==> src/rtl/gx4000_asic_lock_seq.sv <==
// gx4000_asic_lock_seq
// Plus/GX4000 ASIC lock/unlock sequence detector. Snoops CPU I/O writes to
// the CRTC select port and follows the sync/body/key/ack byte sequence.
// When the key is accepted, the block unlocks or relocks the ASIC register page.
// Optional debug counters are enabled by defining GX4000_LOCK_SEQ_DBG_EN.
// Without that macro, dbg_attempts and dbg_fail_idx read as zero.
//
// Strobe semantics: io_wr is a level. A write is taken once, on the first
// clock it is seen high after being low, when the port matches and plus_mode is set.
// Holding io_wr high for several clocks never produces a second accept.
// There is no back-pressure: every qualifying strobe is consumed.
// The FSM state and body index are always visible on seq_status.

module gx4000_asic_lock_seq #(
    parameter logic [7:0]            PORT_HI    = 8'hBC,
    parameter logic [7:0]            PORT_MASK  = 8'hFF,
    parameter int                    BODY_LEN   = 13,
    parameter logic [8*BODY_LEN-1:0] BODY_SEQ   = 104'hFF77B351A8D462399C462B158A,
    parameter logic [7:0]            UNLOCK_KEY = 8'hCD,
    parameter bit                    ACK_EN     = 1'b1
) (
    input  logic        clk_sys,
    input  logic        reset_n,
    input  logic        plus_mode,
    input  logic [15:0] io_addr,
    input  logic        io_wr,
    input  logic [7:0]  io_din,
    output logic        asic_unlocked,
    output logic        unlock_pulse,
    output logic        lock_pulse,
    output logic [7:0]  seq_status,
    output logic [15:0] dbg_attempts,
    output logic [4:0]  dbg_fail_idx
);

    localparam logic [2:0] S_IDLE = 3'd0;
    localparam logic [2:0] S_SYNC = 3'd1;
    localparam logic [2:0] S_BODY = 3'd2;
    localparam logic [2:0] S_KEY  = 3'd3;
    localparam logic [2:0] S_ACK  = 3'd4;

    localparam logic [4:0] LAST_IDX = 5'(BODY_LEN - 1);
    localparam logic [2:0] AFTER_KEY = ACK_EN ? S_ACK : S_IDLE;

    logic [2:0] state;
    logic [4:0] idx;
    logic       wr_q;
    logic       port_hit;
    logic       accept;
    logic [7:0] body_byte;
    logic [7:0] body_tbl [32];
    logic       unused_addr_lo;

    // The low address byte is not decoded; only the high byte selects the port.
    assign unused_addr_lo = ^io_addr[7:0];

    // Unpack the body bytes into a table, with the first byte at index 0.
    // Unused entries are padded so that any 5-bit index is in range.
    for (genvar i = 0; i < 32; i++) begin : g_tbl
        if (i < BODY_LEN) begin : g_used
            assign body_tbl[i] = BODY_SEQ[8*(BODY_LEN-1-i) +: 8];
        end else begin : g_pad
            assign body_tbl[i] = 8'h00;
        end
    end

    assign body_byte  = body_tbl[idx];
    assign port_hit   = ((io_addr[15:8] ^ PORT_HI) & PORT_MASK) == 8'h00;
    assign accept     = plus_mode && io_wr && !wr_q && port_hit;
    assign seq_status = {state, idx};

    // Remember the previous strobe level so that one strobe gives one accept.
    always_ff @(posedge clk_sys or negedge reset_n) begin
        if (!reset_n) begin
            wr_q <= 1'b0;
        end else begin
            wr_q <= io_wr;
        end
    end

    // Sequence FSM, lock state and the one-clock result pulses.
    always_ff @(posedge clk_sys or negedge reset_n) begin
        if (!reset_n) begin
            state         <= S_IDLE;
            idx           <= 5'd0;
            asic_unlocked <= 1'b0;
            unlock_pulse  <= 1'b0;
            lock_pulse    <= 1'b0;
        end else begin
            unlock_pulse <= 1'b0;
            lock_pulse   <= 1'b0;
            if (!plus_mode) begin
                state         <= S_IDLE;
                idx           <= 5'd0;
                asic_unlocked <= 1'b0;
            end else if (accept) begin
                case (state)
                    S_IDLE: begin
                        if (io_din != 8'h00) state <= S_SYNC;
                    end
                    S_SYNC: begin
                        if (io_din == 8'h00) begin
                            state <= S_BODY;
                            idx   <= 5'd0;
                        end
                    end
                    S_BODY: begin
                        if (io_din == body_byte) begin
                            if (idx == LAST_IDX) begin
                                state <= S_KEY;
                                idx   <= 5'd0;
                            end else begin
                                idx <= idx + 5'd1;
                            end
                        end else begin
                            state <= (io_din != 8'h00) ? S_SYNC : S_IDLE;
                            idx   <= 5'd0;
                        end
                    end
                    S_KEY: begin
                        if (io_din == UNLOCK_KEY) begin
                            asic_unlocked <= 1'b1;
                            unlock_pulse  <= 1'b1;
                        end else begin
                            asic_unlocked <= 1'b0;
                            lock_pulse    <= 1'b1;
                        end
                        state <= AFTER_KEY;
                    end
                    S_ACK: begin
                        state <= S_IDLE;
                    end
                    default: begin
                        state <= S_IDLE;
                        idx   <= 5'd0;
                    end
                endcase
            end
        end
    end

`ifdef GX4000_LOCK_SEQ_DBG_EN
    logic enter_body;
    logic body_miss;

    assign enter_body = accept && (state == S_SYNC) && (io_din == 8'h00);
    assign body_miss  = accept && (state == S_BODY) && (io_din != body_byte);

    // Debug counters; they survive plus_mode=0 and clear only on reset.
    always_ff @(posedge clk_sys or negedge reset_n) begin
        if (!reset_n) begin
            dbg_attempts <= 16'h0000;
            dbg_fail_idx <= 5'd0;
        end else begin
            if (enter_body && dbg_attempts != 16'hFFFF) dbg_attempts <= dbg_attempts + 16'd1;
            if (body_miss) dbg_fail_idx <= idx;
        end
    end
`else
    assign dbg_attempts = 16'h0000;
    assign dbg_fail_idx = 5'd0;
`endif

endmodule

==> config.mk <==
export PLATFORM = sky130hd
export DESIGN_NAME = gx4000_asic_lock_seq
export DESIGN_NICKNAME = d
export VERILOG_FILES = /design/src/rtl/gx4000_asic_lock_seq.sv
export SDC_FILE = /design/constraint.sdc
export NUM_CORES = 1
export LEC_CHECK = 0
export CORE_MARGIN = 2
export CORE_UTILIZATION = 55
export CTS_CLUSTER_SIZE = 8
export DETAILED_ROUTE_END_ITERATION = 16
export DONT_BUFFER_PORTS = 1
export PLACE_DENSITY = 0.7
export SKIP_LAST_GASP = 1
export SYNTH_ARGS = -nofsm -noshare
export SYNTH_HDL_FRONTEND = slang
export SYNTH_SLANG_ARGS = --single-unit
==> constraint.sdc <==
create_clock -name clk_sys -period 3.2 [get_ports clk_sys]
set_clock_uncertainty 0.1 [all_clocks]
set_input_delay 0.32 -clock clk_sys [delete_from_list [all_inputs] [get_ports clk_sys]]
set_output_delay 0.32 -clock clk_sys [all_outputs]
set_load 0.05 [all_outputs]
After elaboration in Yosys (flattened, before gate mapping)
Memories as Yosys holds them, arrays and structs flattened.
Cells that the tools add are included.
- flip-flop bits (word level): 12
- bits in latches: 0
- RAM bits: 0
- ROM bits: 256
- bits of input ports: 28
- logic and storage cells: 63
- memories kept: 1
- memories (name ; depth ; bits a word ; read ports ; clocked after memory_dff ; wr ports ; line ; RTL):
    (name not given) ; 32 ; 8 ; 1 ; 0 ; 0 ; 67 ; assign body_byte = body_tbl[idx];
- add/sub/neg operators: 1
- $mul: 0
- div/mod/pow operators: 0
- $lt $le $gt $ge: 1
- equal/unequal tests: 13
- shift-type cells: 0
- mux-type cells: 27
- bitwise logic cells: 2
- reduce and logical (&&, ||, !) cells: 12
- operators with widths (kind ; number):
    $mux W5 ; 5
    $mux W3 ; 6
    $logic_not A8 Y1 ; 2
    $mux W8 ; 2
    $pmux W5 S3 ; 1
    $mux W1 ; 12
    $pmux W3 S4 ; 1
    $eq A8 B8 Y1 ; 1
    $eq A8 B8 Y1 const B ; 1
    $reduce_bool A8 Y1 ; 1
    $eq A3 B2 Y1 const B ; 2
    $ge A6 B6 Y1 const B ; 1
    $ne A3 B3 Y1 const B ; 2
    $not A5 Y6 ; 1
    $add A5 B1 Y5 const B ; 1
    $eq A5 B4 Y1 const B ; 1
    $not A5 Y5 ; 1
    $ne A2 B1 Y1 const B ; 2
    $ne A4 B4 Y1 const B ; 1
    $reduce_and A4 Y1 ; 1
    $eq A3 B1 Y1 const B ; 1
    $eq A3 B3 Y1 const B ; 1
    $logic_and A1 B1 Y1 ; 3
    $logic_not A3 Y1 ; 1
    other kinds (5) ; 5

Longest topological paths before layout
Gate-level depths: netlist (run 1).
- word-level depth: 9
- depth in mapped cells: 9
- depth with buffers taken out: 9

Worst setup path after synthesis (run 1)
Ideal clock, no wire load.
- path type: flip-flop to flip-flop
- start point: reg idx[0]
- end point: reg state[0]
- library setup time: 124 ps
- arrival time: 2719 ps
- path slack: 257 ps
- cell stages (with the launch flop): 10
- buffers on the path: 0
- period minus slack after synthesis: 2943 ps
- path through: dfrtp_1 > inv_1 > ha_1 > nand2_1 > a21boi_1 > nor4b_1 > a2111oi_0 > nor3_2 > nand4_2 > a211o_1
- longest elaborated chain between the ends: 9
- elaborated cells between the ends (all ways): 12
- classes of those cells: eq/ne (3); mux (6); bitwise (1); reduce/logical (1); memory (1)
- RTL lines (what ; line ; RTL):
    start, declared ; 46 ; logic [4:0] idx;
    start signal, assigned ; 113 ; idx <= idx + 5'd1;
    $not A5 Y6 (implied by the code) ; 67 ;
    $mem_v2 Z32 W8 ; - ;
    $mux W8 (implied by the code) (2 in a row) ; 67 ;
    $eq A8 B8 Y1 ; 108 ; if (io_din == body_byte) begin
    $mux W3 ; 108 ;
    $pmux W3 S4 ; 97 ; case (state)
    $mux W3 ; 96 ; end else if (accept) begin
    $mux W3 ; 92 ; if (!plus_mode) begin
    end signal, assigned ; 116 ; state <= (io_din != 8'h00) ? S_SYNC : S_IDLE;
    end, declared ; 45 ; logic [2:0] state;
Several ways; a longest one is shown, not always the timed one. The select of a mux whose other input is x is not followed.
A chain may end at the register's enable or synchronous reset.

Worst setup path after layout (run 1)
Ends and elaborated chain as after synthesis.

==> reports/qor.yml, run 1 <==
global_route:
  grt_max_degree: 21
  antenna_found_initial: 0
  grt_overflow: 0
  global_route.usage.total_pct: 26.0
  grt_pass1_vias: 1235
  grt_first_pass_wirelength_um: 5510
clock_tree:
  cts_buffers: 3
  clkLatencyLatePin_ps: 290
  clockBufferDepth: 2
  ctsHtreeMaxLevel: 1
  cts_tree: "done"
  ctsResizeCount: 0
  cts_num_sinks: 12
  clk_pin_slew_worst_paths_ps: 80
  cts.root.buffer_cell: "clkbuf_4"
yosys:
  syn_inst: 175
  synth_area_um2: 1400
  synthAdderAreaFrac_pct: 5.37
  async_flop_share_pct: 100
  synth_xor_area_share_pct: 2.51
  synth_top_cells_by_count: "23 x buf_4, 14 x inv_1, 13 x nand2_1, 12 x dfrtp_1"
  synth_edf_count: 0
  synth_flop_cell: "dfrtp_1"
  synth_top_area_share_pct: 21.5
  avgSynthCellArea_um2: 7.99
  synth.area.top_cells: "dfrtp_1 21%, buf_4 12%, ha_1 5.4%"
  yosys.area_share.simple_pct: 26.3
  synth.area.mux_share_pct: 1.52
  ys_seq_area_share_pct: 21.5
  synth.distinct_cells: 55
  synth.most_common_cell: "buf_4"
  ys_ff_latch: 12
  synth_top_family_by_area: "simple AND/OR/NAND/NOR gates"
  synth_compound_area_share_pct: 24.0
  ys_warn_count: 0
  yosysTopAreaCell: "dfrtp_1"
timing:
  rsz0062_at_grt: "no"
  max_freq_mhz: 344
  period_share_pct: 90.9
  maxSlewHeadroom_pct: 49.6
  slew_viol_final: 0
  timing.final.hold_violations: 0
  setup_tns_ps: 0
  holdWs_ps: 63.4
  finalCriticalPeriod_ps: 2910
  tightest_slew_ps: 737
  finalSetupViolCount: 0
layout:
  diodes: 0
  final_layout_size_suffix_gt1_share_pct: 13.7
  syn2layout_area_growth_pct: 1.70
  fin_nets: 219
worst_setup_path:
  cp.arrival_ps: 2980
  critical_path.max_fanout: 8
  slowest_delay_ps: 490
  endpoint_kind: "flop"
  crit_type: "reg -> reg"
  ff2ff_setup_slack_ps: 290
  critPathLaunchType: "flop"
  crit_chain: "inv_1, ha_1, mux2_2, nand2_1, a31oi_1, a2111o_1, nor3_2, nand4_2, a211o_1"
  cpMaxStageDelayCell: "dfrtp_1"
  worst_ep_required_time_ps: 3270
die:
  ioPinCount: 60
  start_util_pct: 57.5
  rows: 18
  core_area_um2: 2430
  die_w_um: 54.4
  dieArea_um2: 2960
  die_h_um: 54.4
detailed_routing:
  routed-via-count: 1242
  wl_per_cell_um: 15.7
  drc: 0
  dr.first_iter.drc_count: 42
  routed_wl_um: 3350
  ant_nets: 0
  drtPass1Iterations: 4
  via_per_inst: 5.83
pwr:
  p_leak_nw: 0.592
  power_density_nw_per_um2: 232
  peakVddDrop_uv: 268
run:
  cap_violations: 0
status:
  status: "finished clean"
place:
  port_buffers: 0
  place_hpwl_um: 2620
  place.gp.congestion: 0.849
hold_path:
  min_path_type: "in -> reg"
[where the power goes]
group | switching, mW | leakage (nW) | internal (mW) | total (mW)
combinational | 0.0686 | 0.413 | 0.0112 | 0.0798
clock | 0.0537 | 0.0138 | 0.0438 | 0.0975
sequential | 0.000232 | 0.165 | 0.152 | 0.152
[worst paths after layout]
| path | start | endpoint | cells past startpoint |
|---|---|---|---|
| setup / recovery | idx[0] | state[0] | 9 |
| hold / removal | plus_mode | state[1] | 2 |
| setup reg to reg | idx[0] | state[0] | 9 |
| hold reg to reg | state[1] | state[1] | 3 |
| max in group asynchronous | reset_n | idx[3] | 1 |
| min in group asynchronous | reset_n | state[1] | 1 |
[area by class of cell]
cell class                 instances  area, µm²
multi-input combinational        142        913
clock buffer                       3       22.5
timing repair buffer              12       95.1
fill                             240       1010
tap                               30       37.5
sequential                        12        300
inverter                          14       52.6
[metal layers]
layer	GRT usage [%]	up-vias	wire (µm)
li1	-	613	-
met1	32.8	580	1490
met2	44.2	45	1600
met3	5.74	4	228
met4	7.50	0	27
met5	0	-	0
[flip-flops by register name, indices dropped and copies added (netlist names)]
signal         flops
idx                5
state              3
asic_unlocked      1
lock_pulse         1
unlock_pulse       1
wr_q               1
[through the flow]
| stage | std cells | power, mW | instance area, µm² | setup WS [ps] | util (%) |
|---|---|---|---|---|---|
| CTS | 213 | 0.326 | 1420 | 316 | 58.4 |
| floorplan | 195 | 0.246 | 1470 | 257 | - |
| global route | 213 | 0.346 | 1420 | 16.7 | 58.4 |
| global placement | 208 | 0.228 | 1380 | 424 | 56.7 |
| detailed placement | 208 | 0.229 | 1380 | 344 | 56.7 |
| finish | 213 | 0.330 | 1420 | 292 | 58.4 |
[cells in the final DEF, fill, tap and decap left out, types with 2 or more instances in the layout]
cell           instances
nand2b_1               3
a211o_1                2
buf_4                 10
nor3_1                 7
o31ai_1                4
a2111oi_0              3
o21ai_0                3
a41oi_1                2
clkbuf_4               3
nand4_1                2
conb_1                21
a21oi_1                8
a31oi_1                4
nand3_1                8
a31o_2                 2
and3_1                 2
and2_1                 5
inv_1                 14
dfrtp_1               12
nor4_1                 3
o211ai_1               2
o21ai_1                2
nor2_1                 8
ha_1                   6
nand2_1               13
dlygate4sd3_1          2
o31a_1                 3
xnor2_1                3
[worst max-delay path, delay by kind of cell, from the launching register on]
kind	cells	cell delay, ps
compound gates	3	830
fa+ha+maj	1	270
buf+inv	1	130
flops	1	490
mux	1	290
simple gates	3	690
[repair_timing]
| item | in CTS | in global routing |
|---|---|---|
| hold endpoints to repair | 13 | 0 |
| buffers inserted | 0 | 0 |
| hold buffers | 2 | 0 |
| setup endpoints to repair | 0 | 1 |
[cells by family (layout without fill, tap and decap cells)]
kind of cell / Yosys count / after routing
simple gates: 64 / 64
mux: 2 / 2
buf+inv: 41 / 29
fa+ha+maj: 6 / 6
xor+xnor: 4 / 4
other cells: 1 / 21
flops: 12 / 12
compound gates: 45 / 45
Power figures use the tool's default switching activity.
==> inputs of run 2 (changes only) <==
--- a/config.mk
+++ b/config.mk
@@ -5,11 +5,12 @@
 export SDC_FILE = /design/constraint.sdc
 export NUM_CORES = 1
 export LEC_CHECK = 0
-export CORE_MARGIN = 2
 export CORE_UTILIZATION = 55
+export CTS_CLUSTER_DIAMETER = 120
 export CTS_CLUSTER_SIZE = 8
 export DETAILED_ROUTE_END_ITERATION = 16
 export DONT_BUFFER_PORTS = 1
+export HOLD_SLACK_MARGIN = 0.05
 export PLACE_DENSITY = 0.7
 export SKIP_LAST_GASP = 1
 export SYNTH_ARGS = -nofsm -noshare
==> reports/qor.yml, run 2 (synthesis results as in run 1) <==
place:
  place.gp.congestion: 0.872
  postPlaceCellArea_um2: 1380
  place_hpwl_um: 2460
  port_buffers: 0
worst_setup_path:
  ff2ff_setup_slack_ps: 300
  slowest_delay_ps: 520
  crit_chain: "inv_1, ha_1, nand2_1, a21boi_1, nor4b_1, a2111oi_0, nor3_2, nand4_2, a211o_1"
  r2r_start: "idx[1]"
  critical_path.max_fanout: 10
  cp.arrival_ps: 2950
  worstReg2RegEnd: "state[0]"
  worst_ep_required_time_ps: 3250
  crit_family: "simple AND/OR/NAND/NOR gates"
  critPathLaunchType: "flop"
  critPathBufInv: 1
  cpMaxStageDelayCell: "dfrtp_1"
  reg2regPathDepth: 9
  crit_type: "reg -> reg"
  endpoint_kind: "flop"
timing:
  finalSetupViolCount: 0
  max_freq_mhz: 345
  setup_tns_ps: 0
  finalCriticalPeriod_ps: 2900
  rsz0062_at_grt: "no"
  timing.final.hold_violations: 0
  tightest_slew_ps: 730
  slew_viol_final: 0
  period_share_pct: 90.7
  maxSlewHeadroom_pct: 50.9
  holdWs_ps: 88.8
layout:
  syn2layout_area_growth_pct: 2.51
  diodes: 0
  final_layout_size_suffix_gt1_share_pct: 14.1
  top_register: "idx"
  fin_nets: 219
  most-common-layout-cells: "21 x conb_1, 14 x inv_1, 13 x nand2_1, 12 x dfrtp_1, 10 x buf_4"
  layout_commonest_cell: "conb_1"
  largest_reg_flops: 5
  final_cell_area_um2: 1430
  top_regs: "idx: 5 flops, state: 3 flops"
  nFillCells: 205
global_route:
  grt_overflow: 0
  grt_max_degree: 20
  grt_pass1_vias: 1195
  grt_first_pass_wirelength_um: 5150
  global_route.usage.total_pct: 25.3
  antenna_found_initial: 0
pwr:
  power_mw: 0.349
  power_density_nw_per_um2: 243
  p_leak_nw: 0.601
  peakVddDrop_uv: 302
detailed_routing:
  drtPass1Iterations: 4
  routed_wl_um: 3260
  via_per_inst: 6.25
  dr.first_iter.drc_count: 58
  ant_nets: 0
  wl_per_cell_um: 15.4
  drc: 0
  routed-via-count: 1324
die:
  core_area_um2: 2300
  rows: 17
  start_util_pct: 60.8
  dieArea_um2: 2750
  die_w_um: 52.4
  ioPinCount: 60
  die_h_um: 52.4
hold_path:
  hold_depth: 2
  min_path_type: "in -> reg"
  min_from: "plus_mode"
  hold-path-endpoint: "state[1]"
run:
  cap_violations: 0
clock_tree:
  cts_num_sinks: 12
  ctsHtreeMaxLevel: 1
  cts_buffers: 3
  ctsResizeCount: 0
  clkLatencyLatePin_ps: 270
  clk_pin_slew_worst_paths_ps: 70
  cts_setup_buffers: 0
  cts_tree: "done"
  cts.root.buffer_cell: "clkbuf_4"
  clockBufferDepth: 2
status:
  status: "finished clean"
-- run 2: cell types whose count changed in the layout (fill, tap and decap cells not counted), sizes merged --
cell / previous run / this run
clkbuf: 3 / 4
-- run 2: worst max-delay path by stage --
stage | startpoint | slack, ps | cells past startpoint | end
2_1_floorplan | idx[0] | 260 | 9 | state[0]
3_3_place_gp | idx[1] | 410 | 9 | state[0]
3_5_place_dp | idx[1] | 350 | 9 | state[0]
4_1_cts | idx[1] | 330 | 9 | state[0]
5_1_grt | idx[1] | 100 | 9 | state[0]
6_report | idx[1] | 300 | 9 | state[0]
-- run 2: area by class of cell --
type,count,area [µm²],area share (%)
flip-flops and latches,12,300,21.0
well taps,28,35.0,2.45
clock buffers,4,36.3,2.53
multi-input cells,142,913,63.8
repair buffers,12,95.1,6.64
inverters,14,52.6,3.67
-- run 2: timing repair --
item                                    in CTS  in global routing
endpoints found under the setup margin       0                  0
hold buffers                                 2                  0
hold endpoints to repair                    13                  0
-- run 2: routing by layer --
layer | GRT usage [%] | wire, µm
met4 | 6.14 | 82
met5 | 0 | 0
met3 | 6.38 | 384
met2 | 41.4 | 1490
met1 | 32.9 | 1300
-- run 2: where the power goes --
| part | switching [mW] | internal (mW) | total (mW) |
|---|---|---|---|
| Combinational | 0.0680 | 0.0112 | 0.0792 |
| Sequential | 0.000170 | 0.152 | 0.152 |
| Clock | 0.0480 | 0.0691 | 0.117 |
-- run 2: stage by stage --
stage	utilization, %	setup WS, ps	instances
2_1_floorplan	-	257	195
3_3_place_gp	59.9	410	206
3_5_place_dp	59.9	347	206
4_1_cts	62.4	328	212
5_1_grt	62.4	96.1	212
6_report	62.4	299	212
==> inputs of run 3 (changes only) <==
--- a/config.mk
+++ b/config.mk
@@ -5,6 +5,8 @@
 export SDC_FILE = /design/constraint.sdc
 export NUM_CORES = 1
 export LEC_CHECK = 0
+export ABC_CLOCK_PERIOD_IN_PS = 3200
+export CORE_MARGIN = 2
 export CORE_UTILIZATION = 55
 export CTS_CLUSTER_DIAMETER = 120
 export CTS_CLUSTER_SIZE = 8
==> results of run 3 <==
Final layout, timing and power as in run 1 (identical DEF).
